`src/rtl/timer_pkg.sv`:
```
// Shared register map and control-bit layout for the multi-channel timer.
package timer_pkg;

    // Per-channel register offsets within a 4-word channel window
    localparam logic [1:0] LIMIT_LO_OFS = 2'd0;
    localparam logic [1:0] LIMIT_HI_OFS = 2'd1;
    localparam logic [1:0] CTRL_OFS     = 2'd2;
    localparam logic [1:0] COUNT_LO_OFS = 2'd3;

    // Global register addresses
    localparam logic [4:0] STATUS_ADDR   = 5'd16;
    localparam logic [4:0] COUNT_HI_ADDR = 5'd17;
    localparam logic [4:0] PRESC_ADDR    = 5'd18;

    // CTRL register bit positions
    localparam int CTRL_EN       = 0;
    localparam int CTRL_PERIODIC = 1;
    localparam int CTRL_CLK_EN   = 2;
    localparam int CTRL_IRQ_EN   = 3;
    localparam int CTRL_W        = 4;

endpackage

```
`src/rtl/timer_channel.sv`:
```
// One timer channel: limit/control registers, tick-driven counter,
// sticky pending flag and square-wave output.
module timer_channel
    import timer_pkg::*;
#(
    parameter int CW = 32
) (
    input  logic              clk,
    input  logic              rst,
    input  logic              tick,
    input  logic              wr_limit_lo,
    input  logic              wr_limit_hi,
    input  logic              wr_ctrl,
    input  logic              clear,
    input  logic [15:0]       d_in,
    output logic [CW-1:0]     limit,
    output logic [CW-1:0]     count,
    output logic [CTRL_W-1:0] ctrl,
    output logic              pending,
    output logic              clk_out
);

    logic active;
    logic terminal;
    logic en_rise;

    // A channel advances only on a tick while enabled with a nonzero limit
    always_comb begin
        active   = tick & ctrl[CTRL_EN] & (limit != '0);
        terminal = active & (count == limit);
        en_rise  = wr_ctrl & d_in[CTRL_EN] & ~ctrl[CTRL_EN];
    end

    // Register writes, counting, terminal events and clock output
    always_ff @(posedge clk) begin
        if (!rst) begin
            limit   <= '0;
            count   <= '0;
            ctrl    <= '0;
            pending <= 1'b0;
            clk_out <= 1'b0;
        end else begin
            if (wr_limit_lo) begin
                limit[15:0] <= d_in;
            end
            if (wr_limit_hi) begin
                limit[CW-1:16] <= d_in[CW-17:0];
            end

            if (wr_limit_lo || wr_limit_hi || en_rise) begin
                count <= '0;
            end else if (terminal) begin
                count <= '0;
            end else if (active) begin
                count <= count + CW'(1);
            end

            if (wr_ctrl) begin
                ctrl <= d_in[CTRL_W-1:0];
            end else if (terminal && !ctrl[CTRL_PERIODIC]) begin
                ctrl[CTRL_EN] <= 1'b0;
            end

            pending <= terminal | (pending & ~clear);

            if (!ctrl[CTRL_CLK_EN]) begin
                clk_out <= 1'b0;
            end else if (terminal) begin
                clk_out <= ~clk_out;
            end
        end
    end

endmodule

```
`src/rtl/multi_timer_peripheral.sv`:
```
// Multi-channel timer/interrupt peripheral on the J1 I/O bus: shared
// prescaler, NCH timer channels, register decode and registered read data.
module multi_timer_peripheral
    import timer_pkg::*;
#(
    parameter int NCH = 4,
    parameter int CW  = 32,
    parameter int PW  = 16
) (
    input  logic           clk,
    input  logic           rst,
    input  logic           cs,
    input  logic           rd,
    input  logic           wr,
    input  logic [4:0]     addr,
    input  logic [15:0]    d_in,
    output logic [15:0]    d_out,
    output logic [NCH-1:0] clk_out,
    output logic           irq
);

    logic              we;
    logic              re;
    logic              tick;
    logic [PW-1:0]     presc_reg;
    logic [PW-1:0]     presc_cnt;
    logic [CW-17:0]    count_hi;

    logic [CW-1:0]     ch_limit [NCH];
    logic [CW-1:0]     ch_count [NCH];
    logic [CTRL_W-1:0] ch_ctrl  [NCH];
    logic [NCH-1:0]    pending;
    logic [NCH-1:0]    irq_mask;
    logic [NCH-1:0]    wr_lo;
    logic [NCH-1:0]    wr_hi;
    logic [NCH-1:0]    wr_ctrl;
    logic [NCH-1:0]    clear;

    logic [15:0]       rdata;
    logic [CW-17:0]    sel_hi;
    logic              lo_read;

    // Bus strobes; a simultaneous read and write counts as a write only
    always_comb begin
        we    = cs & wr;
        re    = cs & rd & ~wr;
        tick  = (presc_cnt == presc_reg);
        clear = {NCH{we && (addr == STATUS_ADDR)}} & d_in[NCH-1:0];
    end

    // Shared prescaler; reprogramming it restarts the divide phase
    always_ff @(posedge clk) begin
        if (!rst) begin
            presc_reg <= '0;
            presc_cnt <= '0;
        end else if (we && (addr == PRESC_ADDR)) begin
            presc_reg <= d_in[PW-1:0];
            presc_cnt <= '0;
        end else if (tick) begin
            presc_cnt <= '0;
        end else begin
            presc_cnt <= presc_cnt + PW'(1);
        end
    end

    for (genvar g = 0; g < NCH; g++) begin : g_ch
        assign wr_lo[g]    = we & ~addr[4] & (addr[3:2] == 2'(g)) & (addr[1:0] == LIMIT_LO_OFS);
        assign wr_hi[g]    = we & ~addr[4] & (addr[3:2] == 2'(g)) & (addr[1:0] == LIMIT_HI_OFS);
        assign wr_ctrl[g]  = we & ~addr[4] & (addr[3:2] == 2'(g)) & (addr[1:0] == CTRL_OFS);
        assign irq_mask[g] = ch_ctrl[g][CTRL_IRQ_EN];

        timer_channel #(
            .CW(CW)
        ) u_channel (
            .clk        (clk),
            .rst        (rst),
            .tick       (tick),
            .wr_limit_lo(wr_lo[g]),
            .wr_limit_hi(wr_hi[g]),
            .wr_ctrl    (wr_ctrl[g]),
            .clear      (clear[g]),
            .d_in       (d_in),
            .limit      (ch_limit[g]),
            .count      (ch_count[g]),
            .ctrl       (ch_ctrl[g]),
            .pending    (pending[g]),
            .clk_out    (clk_out[g])
        );
    end

    // Read mux; unmapped addresses and absent channels read as zero
    always_comb begin
        rdata   = '0;
        sel_hi  = '0;
        lo_read = 1'b0;
        if (!addr[4]) begin
            for (int c = 0; c < NCH; c++) begin
                if (addr[3:2] == 2'(c)) begin
                    sel_hi = ch_count[c][CW-1:16];
                    case (addr[1:0])
                        LIMIT_LO_OFS: rdata = ch_limit[c][15:0];
                        LIMIT_HI_OFS: rdata = 16'(ch_limit[c][CW-1:16]);
                        CTRL_OFS:     rdata = 16'(ch_ctrl[c]);
                        COUNT_LO_OFS: begin
                            rdata   = ch_count[c][15:0];
                            lo_read = 1'b1;
                        end
                        default:      rdata = '0;
                    endcase
                end
            end
        end else begin
            case (addr)
                STATUS_ADDR:   rdata = 16'(pending);
                COUNT_HI_ADDR: rdata = 16'(count_hi);
                PRESC_ADDR:    rdata = 16'(presc_reg);
                default:       rdata = '0;
            endcase
        end
    end

    // Registered read data, COUNT_HI snapshot and interrupt output
    always_ff @(posedge clk) begin
        if (!rst) begin
            d_out    <= '0;
            count_hi <= '0;
            irq      <= 1'b0;
        end else begin
            if (re) begin
                d_out <= rdata;
                if (lo_read) begin
                    count_hi <= sel_hi;
                end
            end
            irq <= |(pending & irq_mask);
        end
    end

endmodule

```
`config.mk`:
```
export PLATFORM = sky130hd
export DESIGN_NAME = multi_timer_peripheral
export DESIGN_NICKNAME = d
export VERILOG_FILES = /design/src/rtl/timer_pkg.sv /design/src/rtl/timer_channel.sv /design/src/rtl/multi_timer_peripheral.sv
export SDC_FILE = /design/constraint.sdc
export NUM_CORES = 1
export LEC_CHECK = 0
export ABC_AREA = 1
export BUFFER_PORTS_ARGS = -buffer_cell sky130_fd_sc_hd__buf_2
export CORE_MARGIN = 2
export CORE_UTILIZATION = 65
export CTS_CLUSTER_SIZE = 8
export DETAILED_ROUTE_END_ITERATION = 16
export PLACE_DENSITY = 0.82
export REMOVE_ABC_BUFFERS = 1
export SYNTH_ARGS = -nofsm -noshare
export SYNTH_HDL_FRONTEND = slang
export SYNTH_HIERARCHICAL = 1
export SYNTH_SLANG_ARGS = --single-unit
```
`constraint.sdc`:
```
create_clock -name clk -period 4.55 [get_ports clk]
set_clock_uncertainty 0.05 [all_clocks]
set_input_delay 0.455 -clock clk [delete_from_list [all_inputs] [get_ports clk]]
set_output_delay 0.455 -clock clk [all_outputs]
set_load 0.03 [all_outputs]
```
Word level (Yosys, flattened, before mapping)
Index checks and enable logic that the tools add are counted.
Cells by class
  add/sub/neg operators: 5
  equality and inequality tests: 14
  multiplexer cells: 32
  bitwise operators: 65
  reductions and logical operators: 39
Operators by type and width (number)
  case mux 16 bit (4 select lines): 4
  two-way mux 16 bit: 10
  adder 32 x 1 -> 32 bit (second input constant): 4
  equality test 32 bit: 4
  nonzero test 32 bit: 4
  case mux 16 bit (3 select lines): 1
  bitwise AND 1 bit: 44
  two-way mux 1 bit: 17
  adder 16 x 1 -> 16 bit (second input constant): 1
  equality test 16 bit: 1
  equality test 5 bit (second input constant): 3
  inverter 1 bit: 15
  OR reduction 3 bit: 5
  AND reduction 2 bit: 5
  bitwise AND 4 bit: 2
  equality test 2 bit (second input constant): 4
  logical OR 1 bit: 8
  nonzero test 2 bit: 4
  logical AND 1 bit: 6
  equality test 2 x 1 -> 1 bit (second input constant): 2
  zero test 1 bit: 4
  zero test 2 bit: 2
  bitwise OR 1 bit: 4
  OR reduction 4 bit: 1
Storage, ports and cells
  flip-flop bits (word level): 345
  bits of input ports: 26
  output and inout bits: 21
  word-level logic and storage cells: 188

Longest topological paths before layout
  depth in word-level cells: 11
  depth in mapped cells: 13
  gate-level depth less buffers: 12

By module
Netlist, hierarchy kept.
Modules (own cells, without submodules)
  timer_channel (g_ch[0].u_channel ...): instances 3, cells an instance 592, area an instance 3912.5 sq um, sequential area each 1401.3 sq um
  multi_timer_peripheral: instances 1, cells an instance 929, area an instance 5345.1 sq um, sequential area each 1301.2 sq um
  timer_channel (g_ch[3].u_channel): instances 1, cells an instance 594, area an instance 3951.3 sq um, sequential area each 1401.3 sq um

Worst setup path after synthesis
OpenSTA, ideal clock, no wires.
  path kind: input -> register
  start point: in addr[2]
  end point: reg g_ch[3].u_channel.limit[10]
  library setup time: 0.116 ns
  data arrival time: 1.898 ns
  data required time: 4.384 ns
  setup slack: 2.487 ns
  stages: 10
  path buffers: 3
  cell sequence: buf_4 -> nand2_2 -> inv_2 -> buf_2 -> nand2_1 -> nor2_1 -> clkinv_1 -> clkbuf_1 -> nor2_1 -> nor2_1
Between the ends
  cells in the longest elaborated chain, start to end: 3
Ends and longest elaborated chain
  start: declaration: RTL line multi_timer_peripheral.sv:15  | input logic [4:0] addr,
  equality test 2 bit: RTL line multi_timer_peripheral.sv:67  | assign wr_lo[g] = we & ~addr[4] & (addr[3:2] == 2'(g)) & (addr[1:0] == LIMIT_LO_OFS);
  bitwise AND 1 bit (2 in a row): RTL line multi_timer_peripheral.sv:67
  via wr_lo[3]: RTL line multi_timer_peripheral.sv:34  | logic [NCH-1:0] wr_lo;
  end signal: assignment: RTL line timer_channel.sv:44  | limit[15:0] <= d_in;
  end signal: indexed assignment: RTL line timer_channel.sv:47  | limit[CW-1:16] <= d_in[CW-17:0];
  end: declaration: RTL line timer_channel.sv:16  | output logic [CW-1:0] limit,
The timed path passes the listed nets, and every way through them passes these cells.
A chain may end at the register's enable or synchronous reset.

Final worst setup path
  start point: reg presc_cnt[2]
  end point: reg g_ch[1].u_channel.count[18]
Between the ends
  cells in the longest elaborated chain, start to end: 5
Ends and longest elaborated chain
  start: declaration: RTL line multi_timer_peripheral.sv:26  | logic [PW-1:0] presc_cnt;
  start signal: assignment: RTL line multi_timer_peripheral.sv:62  | presc_cnt <= presc_cnt + PW'(1);
  equality test 16 bit *: RTL line multi_timer_peripheral.sv:47  | tick = (presc_cnt == presc_reg);
  via tick: RTL line multi_timer_peripheral.sv:24  | logic tick;
  bitwise AND 1 bit * (2 in a row): RTL line timer_channel.sv:29  | active = tick & ctrl[CTRL_EN] & (limit != '0);
  bitwise AND 1 bit: RTL line timer_channel.sv:30  | terminal = active & (count == limit);
  OR reduction 3 bit (no source line)
  end signal: assignment: RTL line timer_channel.sv:55  | count <= count + CW'(1);
  end: declaration: RTL line timer_channel.sv:17  | output logic [CW-1:0] count,
Mark *: on every way through the listed nets, which the timed path passes. The rest lies on a longest branch.

==> impl_metrics.tcl <==
set metrics [dict create \
    drv_cap 0 \
    ys_ff_latch 345 \
    timing.critical_path.mode_cell "nand2_1" \
    end_kind "flop" \
    layout.nets 3322 \
    grt-ovfl-total 0 \
    required_ns 4.93 \
    path_depth 10 \
    hold_ws_ns 0.3114 \
    setup_tns_ns 0 \
    largestRegisters "g_ch.u_channel/count x128, g_ch.u_channel/limit x128" \
    cts_tree "built" \
    worst-path-buf-inv 1 \
    ir_worst_vdd_v 0.0003049 \
    netlist_instances 3299 \
    die_area_mm2 0.03382 \
    final-setup-viol-count 0 \
    htree_levels 2 \
    synth-edff-count 0 \
    crit_type "flop to flop" \
    mostFrequentLayoutCell "nand2_1" \
    drive_gt1_frac 0.09524 \
    fp.dieH_um 183.9 \
    placed_area_mm2 0.02123 \
    clk_pin_slew_worst_paths_ns 0.06 \
    io_pins 47 \
    r2r_cells 10 \
    finalCriticalPeriod_ns 3.071 \
    start_util 0.6632 \
    cp_slowest_cell "nor2_4" \
    report.final.slew_viol_count 0 \
    grt_max_degree 101 \
    numClockSinks 345 \
    grt_pass1_vias 20850 \
    swShare 0.2479 \
    combPwrFrac 0.064 \
    relSlewSlack 0.3075 \
    layout_common_cells "996 x nand2_1, 533 x nor2_1, 345 x dfxtp_1, 220 x inv_1, 213 x o21ai_0" \
    hold_class "input pin to flop" \
    status "finished, final reports clean" \
    num_rows 65 \
    hold_violations 0 \
    cpPeakStageDelay_ns 0.61 \
    worstSetupStartpointType "flop" \
    crit_chain "xnor2_1 > nand2_1 > nor3_1 > nand4_1 > inv_1 > nand2_1 > nor2_4 > nand3_2 > nand3_4 > nor2_1" \
    antenna_found_initial 8 \
    core_mm2 0.03172 \
    p_switching_w 0.001691 \
    worstPathArrival_ns 3.45 \
    wirelength_um 77290 \
    critPathMaxFanout 32 \
    clk_latency_ns 0.56 \
    period_share 0.6749 \
    gp_congestion 1.037 \
    ctsHoldBuffers 0 \
    detail_route.wl_per_cell_um 20.85 \
    ys_seq_area_frac 0.3284 \
    clockBufferDepth 3 \
    dr.pass1.iters 7 \
    ctsRootBufferMaster "clkbuf_16" \
    avgSynthCellArea_um2 6.376 \
    cts_buffers 49 \
    seqPwrFrac 0.450 \
    rsz0062_at_grt "false" \
    internal_power_w 0.005129 \
    drtAntennaViolNets 0 \
    hold_path_depth 3 \
    portBuffers 46 \
    syn_area_mm2 0.02103 \
    maxClockFrequency_mhz 325.6 \
    p_per_area_mw_per_mm2 302.1 \
    cts_resized 0 \
    dp_hpwl_um 55070 \
    syn_to_final_growth_pct 7.329 \
    synth_ff_type "dfxtp_1" \
    via_per_inst 6.114 \
    drt-initial-drc-count 3292 \
    grtUsageTotal 0.4527 \
    post-cts-setup-buffers 0 \
    grt_pass1_wl_um 117600 \
    worstMarginPinSlew_ns 1.039 \
    die_w_um 183.9 \
    async_flop_share 0 \
    final_cell_area_mm2 0.02258 \
    ys_types 43 \
    critPathTopFamily "simple AND/OR/NAND/NOR gates" \
    drc 0 \
    yosysWarnings 6 \
    vias 22660 \
    p_leak_nw 9.167 \
    power_frac_clock 0.486 \
]
==> logic make-up (layout without fill, tap and decap cells) <==
kind of cell,Yosys count,in the layout,share of synthesized area
xor+xnor,195,195,0.08120
simple gates,1872,1872,0.3837
compound gates,469,469,0.1180
mux,6,6,0.002855
flops,345,345,0.3284
fa+ha+maj,5,5,0.002974
buf+inv,407,405,0.08286
other cells,0,7,0
==> worst paths after layout <==
kind	end	start	slack [ns]
setup reg to reg	g_ch[1].u_channel/count[18]	presc_cnt[2]	1.48
hold / removal	g_ch[0].u_channel/limit[0]	d_in[0]	0.31
hold reg to reg	g_ch[1].u_channel/clk_out	g_ch[1].u_channel/ctrl[2]	0.42
setup / recovery	g_ch[1].u_channel/count[18]	presc_cnt[2]	1.48
==> synth_stat cells (all sizes together), types with 14 or more instances <==
library cell	n	area, um2
nand3	145	813.3
o21a	14	105.1
inv	280	1051
nor3	85	680.6
buf	68	470.4
xor2	80	700.7
clkbuf	54	202.7
xnor2	115	1007
dfxtp	345	6907
nand4	25	156.4
nor2	580	2379
a21oi	209	1091
nand2	1010	3826
o21ai	222	1111
==> per-layer routing <==
layer | up-vias | part of all wire | track usage
li1 | 10400 | - | -
met1 | 10280 | 0.37 | 0.5836
met2 | 1602 | 0.42 | 0.6836
met3 | 370 | 0.13 | 0.1052
met4 | 4 | 0.073 | 0.2848
met5 | - | 0.00034 | 0
==> through the flow <==
step | utilization | cells | setup slack (ns) | power (W)
after global placement | 0.6695 | 3642 | 1.443 | 0.003532
after CTS | 0.7112 | 3699 | 1.581 | 0.006798
final | 0.7118 | 3706 | 1.479 | 0.006820
after global routing | 0.7114 | 3702 | 1.366 | 0.006965
after floorplan | - | 3177 | 2.121 | 0.003330
after detailed placement | 0.6695 | 3642 | 1.236 | 0.003538
==> power by group through the flow <==
stage	clock (W)	combinational, W	sequential, W
after floorplan	0	0.000201	0.00313
after global routing	0.00345	0.000453	0.00307
after detailed placement	0	0.000411	0.00313
after global placement	0	0.000406	0.00313
final	0.00332	0.000437	0.00307
after CTS	0.00332	0.000414	0.00307
==> worst min-delay path, stage by stage <==
cell,delay (ns)
buf_2,0.24
inv_1,0.12
a21oi_1,0.07
==> cell type report <==
class	count	area, um2
multi-input cells	2547	12390
fillers	2761	9143
flip-flops and latches	345	6907
clock buffers	56	1315
inverters	285	1070
well taps	402	503.0
repair buffers	63	360.3
diodes	7	17.52
clock inverters	1	8.758
No activity file was read; power rests on OpenSTA's default activity.
